<file path="src/rtl/fetch_pkg.sv">
// fetch_pkg: fetch-stage state encoding, NOP encoding and default reset vector
package fetch_pkg;
  typedef enum logic [1:0] {IDLE, WAIT, DISCARD, FAULT} fetch_state_t;
  localparam logic [31:0] NOP = 32'h0000_0013;
  localparam logic [31:0] DEFAULT_RESET_VECTOR = 32'h0000_0000;
endpackage

</file>
<file path="src/rtl/fetch_buffer.sv">
// fetch_buffer: one-entry {instr, pc} holding register with load/drain/clear
module fetch_buffer #(
  parameter int XLEN = 32
) (
  input  logic            clk,
  input  logic            rst_n,
  input  logic            load,
  input  logic            drain,
  input  logic            clear,
  input  logic [31:0]     instr_in,
  input  logic [XLEN-1:0] pc_in,
  output logic [31:0]     instr,
  output logic [XLEN-1:0] pc,
  output logic            full
);
  always_ff @(posedge clk) begin
    if (!rst_n || clear) begin
      full <= 1'b0;
    end else if (load) begin
      full  <= 1'b1;
      instr <= instr_in;
      pc    <= pc_in;
    end else if (drain) begin
      full <= 1'b0;
    end
  end
endmodule

</file>
<file path="src/rtl/fetch_stage.sv">
// fetch_stage: PC, single-outstanding imem fetch and IF/ID register; MISALIGN_CHECK_EN enables misaligned-redirect fault
module fetch_stage import fetch_pkg::*; #(
  parameter int XLEN = 32,
  parameter logic [XLEN-1:0] RESET_VECTOR = XLEN'(DEFAULT_RESET_VECTOR)
) (
  input  logic            clk,
  input  logic            rst_n,
  input  logic            PCSrc,
  input  logic [XLEN-1:0] PCTarget,
  input  logic            Stall,
  output logic            ImemReq,
  output logic [XLEN-1:0] ImemAddr,
  input  logic            ImemGnt,
  input  logic            ImemValid,
  input  logic [31:0]     ImemRdata,
  output logic [31:0]     InstrD,
  output logic [XLEN-1:0] PCD,
  output logic [XLEN-1:0] PCPlus4D,
  output logic            ValidD,
  output logic            FetchFault
);
  fetch_state_t    state;
  logic [XLEN-1:0] pcf, req_pc, buf_pc, d_pc;
  logic [31:0]     buf_instr;
  logic            buf_full, deliver, grant, fault_redirect;
  assign deliver  = state == WAIT && ImemValid;
  assign ImemReq  = rst_n && !PCSrc && !Stall && !buf_full && (state == IDLE || deliver);
  assign ImemAddr = pcf;
  assign grant    = ImemReq && ImemGnt;
  assign d_pc     = deliver ? req_pc : buf_pc;
`ifdef MISALIGN_CHECK_EN
  logic fault_q;
  assign fault_redirect = PCSrc && |PCTarget[1:0];
  assign FetchFault     = fault_q;
  always_ff @(posedge clk) begin
    fault_q <= rst_n && (fault_q || fault_redirect);
  end
`else
  assign fault_redirect = 1'b0;
  assign FetchFault     = 1'b0;
`endif
  fetch_buffer #(.XLEN(XLEN)) u_buf (
    .clk      (clk),
    .rst_n    (rst_n),
    .load     (!PCSrc && deliver && Stall),
    .drain    (!PCSrc && !Stall && buf_full),
    .clear    (PCSrc),
    .instr_in (ImemRdata),
    .pc_in    (req_pc),
    .instr    (buf_instr),
    .pc       (buf_pc),
    .full     (buf_full)
  );
  always_ff @(posedge clk) begin
    if (!rst_n) begin
      state    <= IDLE;
      pcf      <= RESET_VECTOR;
      req_pc   <= RESET_VECTOR;
      InstrD   <= NOP;
      PCD      <= '0;
      PCPlus4D <= '0;
      ValidD   <= 1'b0;
    end else if (fault_redirect) begin
      state  <= FAULT;
      InstrD <= NOP;
      ValidD <= 1'b0;
    end else if (PCSrc) begin
      pcf    <= PCTarget & ~XLEN'(3);
      state  <= state == FAULT ? FAULT :
                (state == WAIT || state == DISCARD) && !ImemValid ? DISCARD : IDLE;
      InstrD <= NOP;
      ValidD <= 1'b0;
    end else begin
      if (grant) begin
        pcf    <= pcf + XLEN'(4);
        req_pc <= pcf;
      end
      state <= grant ? WAIT : (state == WAIT || state == DISCARD) && ImemValid ? IDLE : state;
      if (!Stall) begin
        ValidD <= deliver || buf_full;
        InstrD <= deliver ? ImemRdata : buf_full ? buf_instr : NOP;
        if (deliver || buf_full) begin
          PCD      <= d_pc;
          PCPlus4D <= d_pc + XLEN'(4);
        end
      end
    end
  end
endmodule

</file>
<file path="config.mk">
export PLATFORM = sky130hd
export DESIGN_NAME = fetch_stage
export DESIGN_NICKNAME = d
export VERILOG_FILES = /design/src/rtl/fetch_pkg.sv /design/src/rtl/fetch_buffer.sv /design/src/rtl/fetch_stage.sv
export SDC_FILE = /design/constraint.sdc
export NUM_CORES = 1
export LEC_CHECK = 0
export ABC_AREA = 0
export BUFFER_PORTS_ARGS = -buffer_cell sky130_fd_sc_hd__buf_2
export CORE_ASPECT_RATIO = 1.2
export CORE_MARGIN = 2
export CORE_UTILIZATION = 55
export CTS_CLUSTER_SIZE = 16
export DETAILED_ROUTE_END_ITERATION = 12
export PLACE_DENSITY = 0.85
export REMOVE_ABC_BUFFERS = 1
export SLEW_MARGIN = 5
export SYNTH_ARGS = -nofsm -noshare
export SYNTH_HDL_FRONTEND = slang
export SYNTH_HIERARCHICAL = 1
export SYNTH_SLANG_ARGS = --single-unit
</file>
<file path="constraint.sdc">
create_clock -name clk -period 5.5 [get_ports clk]
set_clock_uncertainty 0.2 [all_clocks]
set_input_delay 0.275 -clock clk [delete_from_list [all_inputs] [get_ports clk]]
set_output_delay 0.275 -clock clk [all_outputs]
set_load 0.05 [all_outputs]
</file>
# Word level (Yosys, flattened, before mapping)

Cells that the tools add are included.

Register bits after elaboration: 228
Output and inout bits: 131

Add/sub/neg operators: 2
Equality and inequality tests: 3
Muxes and demuxes: 12
Bitwise gates (word level): 4
Reduce and logical (&&, ||, !) cells: 29

Operators by type and width:

| kind                  | count |
|---|---|
| $mux 32               | 5 |
| $add 32x3->32 const B | 2 |
| $logic_and 1x1->1     | 12 |
| $mux 2                | 5 |
| $logic_not 1->1       | 5 |
| $eq 2x2->1 const B    | 2 |
| $logic_or 1x1->1      | 4 |
| $not 1->1             | 4 |
| $reduce_and 2->1      | 2 |
| $reduce_bool 2->1     | 2 |
| $reduce_and 3->1      | 1 |
| $reduce_bool 3->1     | 1 |
| $eq 2x1->1 const B    | 1 |
| $logic_not 2->1       | 1 |
| $mux 1                | 2 |
| $reduce_or 2->1       | 1 |

# Longest topological paths before layout

Gate-level depths: netlist of the first run.

Depth after elaboration: 8
Depth in mapped cells: 17
Depth with buffers taken out: 12

# Hierarchy

Netlist of the first run, hierarchy kept.

By module, submodules not included:

| module       | instances | cells an instance | area an instance (sq um) |
|---|---|---|---|
| fetch_stage  | 1         | 1020              | 7748.7 |
| fetch_buffer | 1         | 69                | 1968.1 |

# Worst setup path after synthesis of the first run

No wires, ideal clock.

Path type: reg2reg
From: register state[1]
To: register u_buf.instr[0] (enable)
Arrival time: 3529 ps
Required time: 4871 ps
Setup slack: 1342 ps
Stages on the path, launching flop included: 12
Buffers on the path: 6
Cells stage by stage: dfxtp_1 > inv_1 > ha_1 > buf_4 > and2_4 > buf_6 > buf_2 > clkbuf_1 > clkbuf_1 > buf_2 > and3_1 > and3_1

Word-level cells in the longest chain between the ends: 5

Ends and longest elaborated chain:

| element                         | RTL line           | source |
|---|---|---|
| from (decl)                     | fetch_stage.sv:22  | `fetch_state_t state;` |
| from (signal assigned)          | fetch_stage.sv:69  | `state <= state == FAULT ? FAULT :` |
| from (signal assigned)          | fetch_stage.sv:78  | `state <= grant ? WAIT : (state == WAIT \|\| state == DISCARD) && ImemValid ? IDLE : state;` |
| $eq 2x1->1                      | fetch_stage.sv:26  | `assign deliver = state == WAIT && ImemValid;` |
| $logic_and 1x1->1               | fetch_stage.sv:26  |  |
| $logic_and 1x1->1 (2 in series) | fetch_stage.sv:45  | `.load (!PCSrc && deliver && Stall),` |
| $reduce_and 2->1 (no line)      | n/a                |  |
| to (signal assigned)            | fetch_buffer.sv:21 | `instr <= instr_in;` |
| to (decl)                       | fetch_buffer.sv:12 | `output logic [31:0] instr,` |

No other way between the ends.
A chain may end at the register's enable or synchronous reset.

# Worst setup path after layout of the first run

From: register state[1]
To: register PCPlus4D[28]

Word-level cells in the longest chain between the ends: 4

Ends and longest elaborated chain:

| element              | RTL line          | source |
|---|---|---|
| $eq 2x1->1           | fetch_stage.sv:26 |  |
| $logic_and 1x1->1    | fetch_stage.sv:26 |  |
| $mux 32              | fetch_stage.sv:30 | `assign d_pc = deliver ? req_pc : buf_pc;` |
| net d_pc[3]          | fetch_stage.sv:23 | `logic [XLEN-1:0] pcf, req_pc, buf_pc, d_pc;` |
| $add 32x3->32        | fetch_stage.sv:84 | `PCPlus4D <= d_pc + XLEN'(4);` |
| to (signal assigned) | fetch_stage.sv:84 |  |
| to (decl)            | fetch_stage.sv:18 | `output logic [XLEN-1:0] PCPlus4D,` |

The timed path passes the listed nets, and every way through them passes these cells.

==> results.toml, run 1 <==
[power]
ir_worst_vdd_mv = 0.238
power.total_mw = 3.44
leakagePower_nw = 4.88
p_per_area_nw_per_um2 = 284

[synth]
asyncSetResetFlopFracSynth_pct = 0
ys_ff_latch = 222
synth-edff-count = 64
synth_ff_type = "sky130_fd_sc_hd__dfxtp_1"
yosysTopAreaCell = "sky130_fd_sc_hd__dfxtp_1"
mappedNetlistArea_um2 = 9720
netlist_instances = 1089
synthesis.yosys.warnings = 6
synth.yosys.seq_area_share_pct = 52.3
yosysTopAreaCellShare_pct = 32.6
netlist-cell-type-count = 66
postSynthAreaPerCell_um2 = 8.92
synth.top_cells.by_area = "sky130_fd_sc_hd__dfxtp_1 33%, sky130_fd_sc_hd__edfxtp_1 20%, sky130_fd_sc_hd__a21oi_1 6.8%, sky130_fd_sc_hd__nand2_1 6.7%, sky130_fd_sc_hd__nand3_1 4.5%"

[floorplan]
placeable_core_region_um2 = 17400
initial_core_util_pct = 55.7
ios = 201
rows = 53
die_width_um = 125
chipHeight_um = 150
die_area_um2 = 18800

[critical_path]
cp.buffers_inverters = 2
worst_path_dominant_cell_family = "simple AND/OR/NAND/NOR gates"
cp-end-kind = "register"
crit_path_max_fanout = 61
crit_path_start_kind = "register"
critical_path_cell_list = "inv_1 -> ha_1 -> buf_4 -> and2_4 -> nand2_1 -> nand2_1 -> ha_1 -> nor4b_1 -> o22ai_1 -> nor2_1 -> a2111oi_0 -> a311o_1"
critPathArrivalTime_ns = 4.05
worst-endpoint-required_ns = 5.69
worst_path_largest_cell_delay_ns = 0.63
critical_path_class = "register to register"
worst_path_max_delay_cell = "sky130_fd_sc_hd__and2_4"

[cells_and_area]
post_route_cells_drive_above_1_share_pct = 19.5
diodes = 0
n_fill_cell = 1326
final_net_count = 1387
fin_cells = 1549
area_growth_pct = 24.9
layout.core_utilization_pct = 69.6

[global_routing]
grt_pass1_vias = 8634
grt_antenna_before_repair = 0
pin_count_of_the_biggest_net_entering_global_routing = 71
global_route.usage.total_pct = 27.0
wire_length_of_the_first_global_routing_pass_mm = 42.5
total_congestion_overflow = 0

[route]
drt_iter0_markers = 655
route.detailed.drc = 0
detail_route.wirelength_mm = 26.6
detail-route-antenna-nets = 0
drt-pass1-iter-count = 5
routed_via_density = 5.88
dr_total_vias = 9111
routed_wire_length_per_instance_um = 17.2

[timing]
layout_setup_ws_ns = 1.64
rsz0062_at_grt = "false"
max_freq_mhz = 259
worst_slew_margin_rel_pct = 32.9
slew_at_the_pin_closest_to_its_max_slew_limit_ns = 1.01
post-route-period-util_pct = 70.2
timing.final.max_slew_violations = 0
timing_hold_violations_final = 0
timing.setup.tns_ns = 0
fin_crit_ns = 3.86
finalSetupViolCount = 0

[place]
dpl.cell_count = 1436
place_ws_ns = 1.71
hpwl_mm = 16.4
io_buffer_count = 195
routability_congestion_estimate_from_global_placement = 0.883

[cts]
clock_latency_ns = 0.51
cts_max_level = 1
worst_setup_hold_path_clk_slew_ns = 0.06
cts_inserted_buffers = 23
clock_path_buffers = 3
clk_tree_root_cell = "sky130_fd_sc_hd__clkbuf_16"
clkSinkCount = 222
cts_setup_buffers = 0
post_cts_resize_count = 0
cts_tree = "built"
postCtsHoldBufs = 71

[outcome]
status = "finished clean"

[worst_hold_path]
min-delay-path-class = "primary input to register"

[run]
maxCapViolCount = 0
[cells in the final DEF, fill, tap and decap left out, drive strengths merged, types with 4 or more instances in the layout]
master         n
ha             5
nor3          21
xor2          18
a211oi        21
and4          10
o2111ai        4
a221oi         4
and3          11
o311ai         5
nand4         26
inv           10
mux2i         24
a31oi         14
dfxtp        158
a2111oi        4
and2           4
dlygate4sd3   71
o21ai         44
clkinv         6
nand3         87
nand2        174
buf          208
o211ai         4
nor2         102
xnor2          6
conb           5
mux2           7
a21oi        132
clkbuf        34
edfxtp        64
[power breakdown]
group          total [mW]  switching (mW)  leakage, nW  internal (mW)
Sequential           1.73          0.0281         1.80           1.70
Combinational       0.279           0.181         2.73         0.0980
Clock                1.43           0.617        0.341          0.817
Total                3.44           0.827         4.88           2.61
[worst paths after layout]
check,from,end,slack [ns],depth (start not counted)
worst min-delay path,rst_n,ImemAddr[20]$_SDFFE_PN0P_,0.03,3
worst max register to register,state[1]$_SDFFE_PN0P_,PCPlus4D[28]$_SDFFE_PN0P_,1.64,12
worst max-delay path,state[1]$_SDFFE_PN0P_,PCPlus4D[28]$_SDFFE_PN0P_,1.64,12
worst min register to register,PCPlus4D[7]$_SDFFE_PN0P_,PCPlus4D[7]$_SDFFE_PN0P_,0.25,2
[cell type report]
type | count | area [µm²] | area share (%)
Clock buffer | 34 | 647 | 5.33
Clock inverter | 8 | 46.3 | 0.382
Inverter | 8 | 30.0 | 0.247
Multi-Input combinational cell | 778 | 4270 | 35.2
Sequential cell | 222 | 5080 | 41.9
Tap cell | 220 | 275 | 2.27
Timing Repair Buffer | 279 | 1780 | 14.7
[cells in the mapped netlist, types with 5 or more instances]
cell / number
sky130_fd_sc_hd__inv_1: 8
sky130_fd_sc_hd__and3_1: 11
sky130_fd_sc_hd__and4_1: 10
sky130_fd_sc_hd__buf_2: 12
sky130_fd_sc_hd__nor2_1: 102
sky130_fd_sc_hd__mux2i_1: 24
sky130_fd_sc_hd__clkbuf_1: 63
sky130_fd_sc_hd__nand3_1: 87
sky130_fd_sc_hd__buf_4: 6
sky130_fd_sc_hd__a31oi_1: 14
sky130_fd_sc_hd__a211oi_1: 21
sky130_fd_sc_hd__a21oi_1: 132
sky130_fd_sc_hd__ha_1: 5
sky130_fd_sc_hd__nand2_1: 173
sky130_fd_sc_hd__mux2_2: 7
sky130_fd_sc_hd__xor2_1: 18
sky130_fd_sc_hd__dfxtp_1: 158
sky130_fd_sc_hd__nor3_1: 20
sky130_fd_sc_hd__o21ai_0: 43
sky130_fd_sc_hd__nand4_1: 26
sky130_fd_sc_hd__xnor2_1: 6
sky130_fd_sc_hd__edfxtp_1: 64
[through the flow]
stage | hold WS, ns | instance area (µm²)
finish | 0.0336 | 12100
global route | 0.0612 | 12100
CTS | 0.0148 | 12100
detailed placement | 0.242 | 10700
global placement | 0.237 | 10700
floorplan | 0.174 | 9350
[sequential cells by signal, indices dropped and copies added (netlist names)]
signal,flops
ImemAddr,30
InstrD,32
PCD,32
PCPlus4D,30
ValidD,1
req_pc,30
state,2
u_buf/full,1
u_buf/instr,32
u_buf/pc,32
[routing by layer]
layer	routed length (µm)	up-vias	track usage [%]	share of wire, %
met5	0	-	0	0
met4	743	0	9.72	2.8
met3	1990	58	3.40	7.5
met2	13100	464	46.9	49
met1	10700	4248	34.9	40
li1	-	4341	-	-
[cells by family after synthesis]
family	after synthesis	share of synthesized area, %
simple gates	460	21.9
compound gates	253	15.4
flops	222	52.3
buf+inv	93	4.21
mux	31	3.28
xor+xnor	24	2.16
fa+ha+maj	5	0.644
other cells	1	0.0386
[worst min-delay path, cell delays in order]
cell and delay (ns):
sky130_fd_sc_hd__buf_2 0.21, sky130_fd_sc_hd__nand3_1 0.13, sky130_fd_sc_hd__nand3_1 0.07
Note: power is estimated with default switching activity, not from simulation.
==> run 2, diff against run 1 <==
ABC_AREA = 1   (was 0)
clock period = 3.78 ns   (was 5.5 ns; I/O delays follow)
==> run 2 against run 1 <==
Compared with the run above: largest cell class unchanged; core utilization fell by 0.34 points; sequential power rose by 47%; highest routed layer unchanged; via count rose by 8.4%; largest power group unchanged.
==> results.toml, run 2 <==
[outcome]
status = "finished clean"

[synth]
synth_most_common_cell = "sky130_fd_sc_hd__nand2_1"
mappedNetlistArea_um2 = 10200
synth.top_cells.by_count = "241 x sky130_fd_sc_hd__nand2_1, 219 x sky130_fd_sc_hd__nor2_1, 158 x sky130_fd_sc_hd__dfxtp_1, 139 x sky130_fd_sc_hd__nand3_1, 110 x sky130_fd_sc_hd__o21ai_0"
synth-edff-count = 64
postSynthAreaPerCell_um2 = 7.79
synthesis.yosys.warnings = 6
synth_ff_type = "sky130_fd_sc_hd__dfxtp_1"
netlist-cell-type-count = 46
yosysTopAreaCell = "sky130_fd_sc_hd__dfxtp_1"
ys_ff_latch = 222
synth.yosys.seq_area_share_pct = 50.1
yosysTopAreaCellShare_pct = 31.1
asyncSetResetFlopFracSynth_pct = 0
netlist_instances = 1304
synth.top_cells.by_area = "sky130_fd_sc_hd__dfxtp_1 31%, sky130_fd_sc_hd__edfxtp_1 19%, sky130_fd_sc_hd__nand2_1 8.9%, sky130_fd_sc_hd__nor2_1 8.1%, sky130_fd_sc_hd__nand3_1 6.8%"

[cells_and_area]
multi_input_area_um2 = 4370
n_fill_cell = 1420
final_net_count = 1606
post_route_cells_drive_above_1_share_pct = 18.8
most_frequent_standard_cell_in_the_layout_excluding_fill_and_tap_cells = "sky130_fd_sc_hd__nand2_1"
layout.cells.most_common_list = "241 x sky130_fd_sc_hd__nand2_1, 219 x sky130_fd_sc_hd__nor2_1, 195 x sky130_fd_sc_hd__buf_2, 158 x sky130_fd_sc_hd__dfxtp_1, 139 x sky130_fd_sc_hd__nand3_1"
diodes = 0
seqCellArea_um2 = 5080
layout.core_utilization_pct = 69.2
area_growth_pct = 23.9

[floorplan]
chipHeight_um = 153
initial_core_util_pct = 55.9
rows = 54
placeable_core_region_um2 = 18200
ios = 201
die_area_um2 = 19600
die_width_um = 128

[route]
drt_iter0_markers = 923
drt-pass1-iter-count = 5
dr_total_vias = 9880
met3RoutedLength_mm = 1.91
detail_route.wirelength_mm = 28.0
dr_wl_met2_mm = 14.0
route.detailed.drc = 0
routed_wire_length_per_instance_um = 15.8
met1_length_mm = 11.3
routed.top_layer = "met4"
detail-route-antenna-nets = 0
routed_via_density = 5.58

[worst_hold_path]
hold_path_depth = 5
min-delay-path-class = "primary input to register"

[timing]
post-route-period-util_pct = 82.3
rsz0062_at_grt = "false"
slew_at_the_pin_closest_to_its_max_slew_limit_ns = 1.07
fin_crit_ns = 3.11
timing.final.max_slew_violations = 0
worst_slew_margin_rel_pct = 28.5
hold_ws_ns = 0.0267
timing.setup.tns_ns = 0
layout_setup_ws_ns = 0.669
max_freq_mhz = 321
timing_hold_violations_final = 0
finalSetupViolCount = 0

[critical_path]
crit_path_max_fanout = 40
cp-end-kind = "register"
critPathArrivalTime_ns = 3.31
crit_path_start_kind = "register"
worst-endpoint-required_ns = 3.97
critical_path_class = "register to register"
reg2reg_depth = 14

[cts]
cts_inserted_buffers = 23
clkSinkCount = 222
clk_tree_root_cell = "sky130_fd_sc_hd__clkbuf_16"
clock_path_buffers = 3
cts_setup_buffers = 0
cts_max_level = 1
cts_tree = "built"
worst_setup_hold_path_clk_slew_ns = 0.06
clock_latency_ns = 0.50

[power]
p_per_area_nw_per_um2 = 415
power.total_mw = 5.22
leakagePower_nw = 5.45
ir_worst_vdd_mv = 0.378

[place]
io_buffer_count = 195
place_ws_ns = 0.705
routability_congestion_estimate_from_global_placement = 0.852
hpwl_mm = 17.9

[run]
maxCapViolCount = 0

[global_routing]
grt_pass1_vias = 9405
wire_length_of_the_first_global_routing_pass_mm = 45.0
pin_count_of_the_biggest_net_entering_global_routing = 71
total_congestion_overflow = 0
global_route.usage.total_pct = 27.8
grt_antenna_before_repair = 0
-- run 2: final timing paths --
path | startpoint | end | slack (ns)
max | state[1]$_SDFFE_PN0P_ | PCPlus4D[28]$_SDFFE_PN0P_ | 0.67
min | ImemGnt | req_pc[2]$_SDFFE_PN0P_ | 0.03
max reg2reg | state[1]$_SDFFE_PN0P_ | PCPlus4D[28]$_SDFFE_PN0P_ | 0.67
min reg2reg | req_pc[21]$_SDFFE_PN0P_ | u_buf/pc[21]$_DFFE_PP_ | 0.23
-- run 2: layout make-up --
class | count | share of cell area [%]
inverter | 90 | 2.69
clock buffer | 29 | 5.07
sequential | 222 | 40.4
timing repair buffer | 276 | 14.1
multi-input combinational | 918 | 34.7
clock inverter | 12 | 0.776
tap | 224 | 2.23
-- run 2: cells by family after synthesis --
logic type	share of synthesized area, %
AOI/OAI and AO/OA	13.5
xor gates and xnor gates	0.862
adders and majority gates	0.616
buffers and inverters	7.11
DFF	50.1
muxes	0.0986
other	0.0369
and+or+nand+nor	27.8
-- run 2: timing repair --
action,CTS,global route
hold buffers,67,0
resized for setup,0,0
setup endpoints to repair,0,0
hold endpoints to repair,94,0
-- run 2: where the power goes --
group	switching (mW)	internal (mW)	total, mW	leakage [nW]
Clock	0.942	1.27	2.21	0.363
Combinational	0.317	0.151	0.468	3.19
Sequential	0.0499	2.49	2.54	1.90
Total	1.31	3.91	5.22	5.45
-- run 2: routing by layer --
metal	GRT usage, %	vias to the layer above
met4	9.31	0
met5	0	-
met2	49.2	453
met3	3.50	65
li1	-	4815
met1	34.9	4547
-- run 2: critical path, cell delays in order (launching register included) --
cell                      delay, ns
sky130_fd_sc_hd__dfxtp_1       0.36
sky130_fd_sc_hd__inv_1         0.08
sky130_fd_sc_hd__ha_2          0.32
sky130_fd_sc_hd__nand2_4       0.14
sky130_fd_sc_hd__buf_4         0.39
sky130_fd_sc_hd__nand2_1       0.15
sky130_fd_sc_hd__nand2_1       0.13
sky130_fd_sc_hd__ha_1          0.21
sky130_fd_sc_hd__nand2_1       0.12
sky130_fd_sc_hd__nor2_1        0.28
sky130_fd_sc_hd__nand3_1       0.23
sky130_fd_sc_hd__nor2_1        0.21
sky130_fd_sc_hd__nand3_1       0.10
sky130_fd_sc_hd__nand2_1       0.06
sky130_fd_sc_hd__nor2_1        0.04
-- run 2: through the flow --
step / instances / area (µm²)
2_1_floorplan: 1230 / 9790
3_3_place_gp: 1663 / 11200
3_5_place_dp: 1663 / 11200
4_1_cts: 1771 / 12600
5_1_grt: 1771 / 12600
6_report: 1771 / 12600
==> run 3, diff against run 2 <==
clock period = 3.23 ns   (was 3.78 ns; I/O delays follow)
==> run 3 against run 2 <==
Compared with the run above: count of clock-buffer cells in the layout increased by 6; critical endpoint unchanged; critical path type unchanged; power up 18%; non-clock buffer count is 6 higher; first-iteration DRC count down 9.2%; flip-flop and latch count unchanged.
==> results.toml, run 3 (synthesis results as in run 2) <==
[timing]
rsz0062_at_grt = "false"
finalSetupViolCount = 0
hold_ws_ns = 0.180
timing.final.max_slew_violations = 0
post-route-period-util_pct = 83.1
fin_crit_ns = 2.68
max_freq_mhz = 373
timing_hold_violations_final = 0
timing.setup.tns_ns = 0
worst_slew_margin_rel_pct = 27.2
slew_at_the_pin_closest_to_its_max_slew_limit_ns = 1.09

[cts]
post_cts_resize_count = 0
cts_max_level = 1
cts_inserted_buffers = 23
clk_tree_root_cell = "sky130_fd_sc_hd__clkbuf_16"
worst_setup_hold_path_clk_slew_ns = 0.06
clkSinkCount = 222
cts_setup_buffers = 0
clock_latency_ns = 0.51
clock_path_buffers = 3
postCtsHoldBufs = 69
cts_tree = "built"

[route]
detail_route.wirelength_mm = 28.4
detail-route-antenna-nets = 0
routed_wire_length_per_instance_um = 15.9
routed_via_density = 5.62
drt_iter0_markers = 838
drt-pass1-iter-count = 5
dr_total_vias = 9997
route.detailed.drc = 0

[place]
placedInstanceArea_um2 = 11200
io_buffer_count = 195
routability_congestion_estimate_from_global_placement = 0.858
hpwl_mm = 18.1
dpl.cell_count = 1667

[floorplan]
die_width_um = 128
placeable_core_region_um2 = 18200
initial_core_util_pct = 55.9
rows = 54
ios = 201
chipHeight_um = 153
die_area_um2 = 19600

[critical_path]
worst-endpoint-required_ns = 3.43
worst_path_largest_cell_delay_ns = 0.39
critical_path_class = "register to register"
crit_path_start_kind = "register"
cp-end-kind = "register"
r2r_slack_ns = 0.55
critPathArrivalTime_ns = 2.89
crit_path_max_fanout = 20
worst_path_max_delay_cell = "sky130_fd_sc_hd__dfxtp_1"
critical_path_cell_list = "ha_2 -> nand2_4 -> nand2_1 -> o21ai_1 -> inv_1 -> ha_1 -> nand2_1 -> nor2_1 -> nand3_1 -> nor2_1 -> nand3_1 -> nand2_1 -> nor2_1"

[cells_and_area]
area_growth_pct = 24.4
post_route_cells_drive_above_1_share_pct = 18.7
final_net_count = 1612
fin_cells = 1778
n_fill_cell = 1430
diodes = 0
multi_input_area_um2 = 4370
most_frequent_standard_cell_in_the_layout_excluding_fill_and_tap_cells = "sky130_fd_sc_hd__nand2_1"
seqCellArea_um2 = 5080
design_area_um2 = 12600
layout.cells.most_common_list = "241 x sky130_fd_sc_hd__nand2_1, 219 x sky130_fd_sc_hd__nor2_1, 195 x sky130_fd_sc_hd__buf_2, 158 x sky130_fd_sc_hd__dfxtp_1, 139 x sky130_fd_sc_hd__nand3_1"

[global_routing]
wire_length_of_the_first_global_routing_pass_mm = 45.6
total_congestion_overflow = 0
met3_usage_pct = 3.82
pin_count_of_the_biggest_net_entering_global_routing = 71
grt_use_met2_pct = 48.5
global_route.usage.total_pct = 28.3
global_route.peak_usage_layer = "met2"
grt_util_met1_pct = 35.4
grt_pass1_vias = 9568
grt_antenna_before_repair = 0

[power]
power.total_mw = 6.14
ir_worst_vdd_mv = 0.385
p_per_area_nw_per_um2 = 486
leakagePower_nw = 5.47

[worst_hold_path]
min-delay-path-class = "primary input to register"

[outcome]
status = "finished clean"

[run]
maxCapViolCount = 0
## run 3: changes by cell type in the layout (fill, tap and decap cells not counted)
cell / change
sky130_fd_sc_hd__clkinv_4: -1
sky130_fd_sc_hd__inv_4: -1
sky130_fd_sc_hd__clkinv_2: -4
sky130_fd_sc_hd__inv_6: +1
sky130_fd_sc_hd__buf_12: -1
sky130_fd_sc_hd__dlygate4sd3_1: +2
sky130_fd_sc_hd__buf_4: +5
sky130_fd_sc_hd__clkinvlp_4: -1
sky130_fd_sc_hd__clkbuf_16: +1
sky130_fd_sc_hd__clkbuf_1: +5
sky130_fd_sc_hd__clkinv_1: +1
## run 3: routing by layer
layer	vias to the layer above	wire (µm)
met4	0	1130
li1	4836	-
met1	4592	11400
met5	-	0
met2	484	13700
met3	85	2110
## run 3: power by group
part / switching [mW] / internal [mW]
logic: 0.371 / 0.179
clock network: 1.08 / 1.54
registers: 0.0595 / 2.91
## run 3: critical path: cells and delay by family, from the launching register on
family                   cells  cell delay (ns)
AO/OA/AOI/OAI                1             0.13
buffers and inverters        1             0.13
adder cells (fa/ha/maj)      2             0.49
AND/OR/NAND/NOR              9             1.23
flip-flops                   1             0.39
## run 3: per-stage QoR
| step | setup slack (ns) | util (%) |
|---|---|---|
| 2_1_floorplan | -1.18 | - |
| 3_3_place_gp | 0.700 | 61.6 |
| 3_5_place_dp | 0.613 | 61.6 |
| 4_1_cts | 0.550 | 69.5 |
| 5_1_grt | 0.282 | 69.5 |
| 6_report | 0.546 | 69.5 |
## run 3: cell type report
cell class / count / share of cell area, %
clock buffers: 35 / 5.40
flip-flops and latches: 222 / 40.2
inverters: 90 / 2.68
multi-input cells: 918 / 34.6
well taps: 224 / 2.22
repair buffers: 282 / 14.4
clock inverters: 7 / 0.535
## run 3: final timing paths
check	startpoint	to	depth (start not counted)
min	ImemRdata[16]	u_buf/instr[16]$_DFFE_PP_	2
max	state[0]$_SDFFE_PN0P_	PCPlus4D[28]$_SDFFE_PN0P_	13
min reg2reg	req_pc[29]$_SDFFE_PN0P_	u_buf/pc[29]$_DFFE_PP_	0
max reg2reg	state[0]$_SDFFE_PN0P_	PCPlus4D[28]$_SDFFE_PN0P_	13
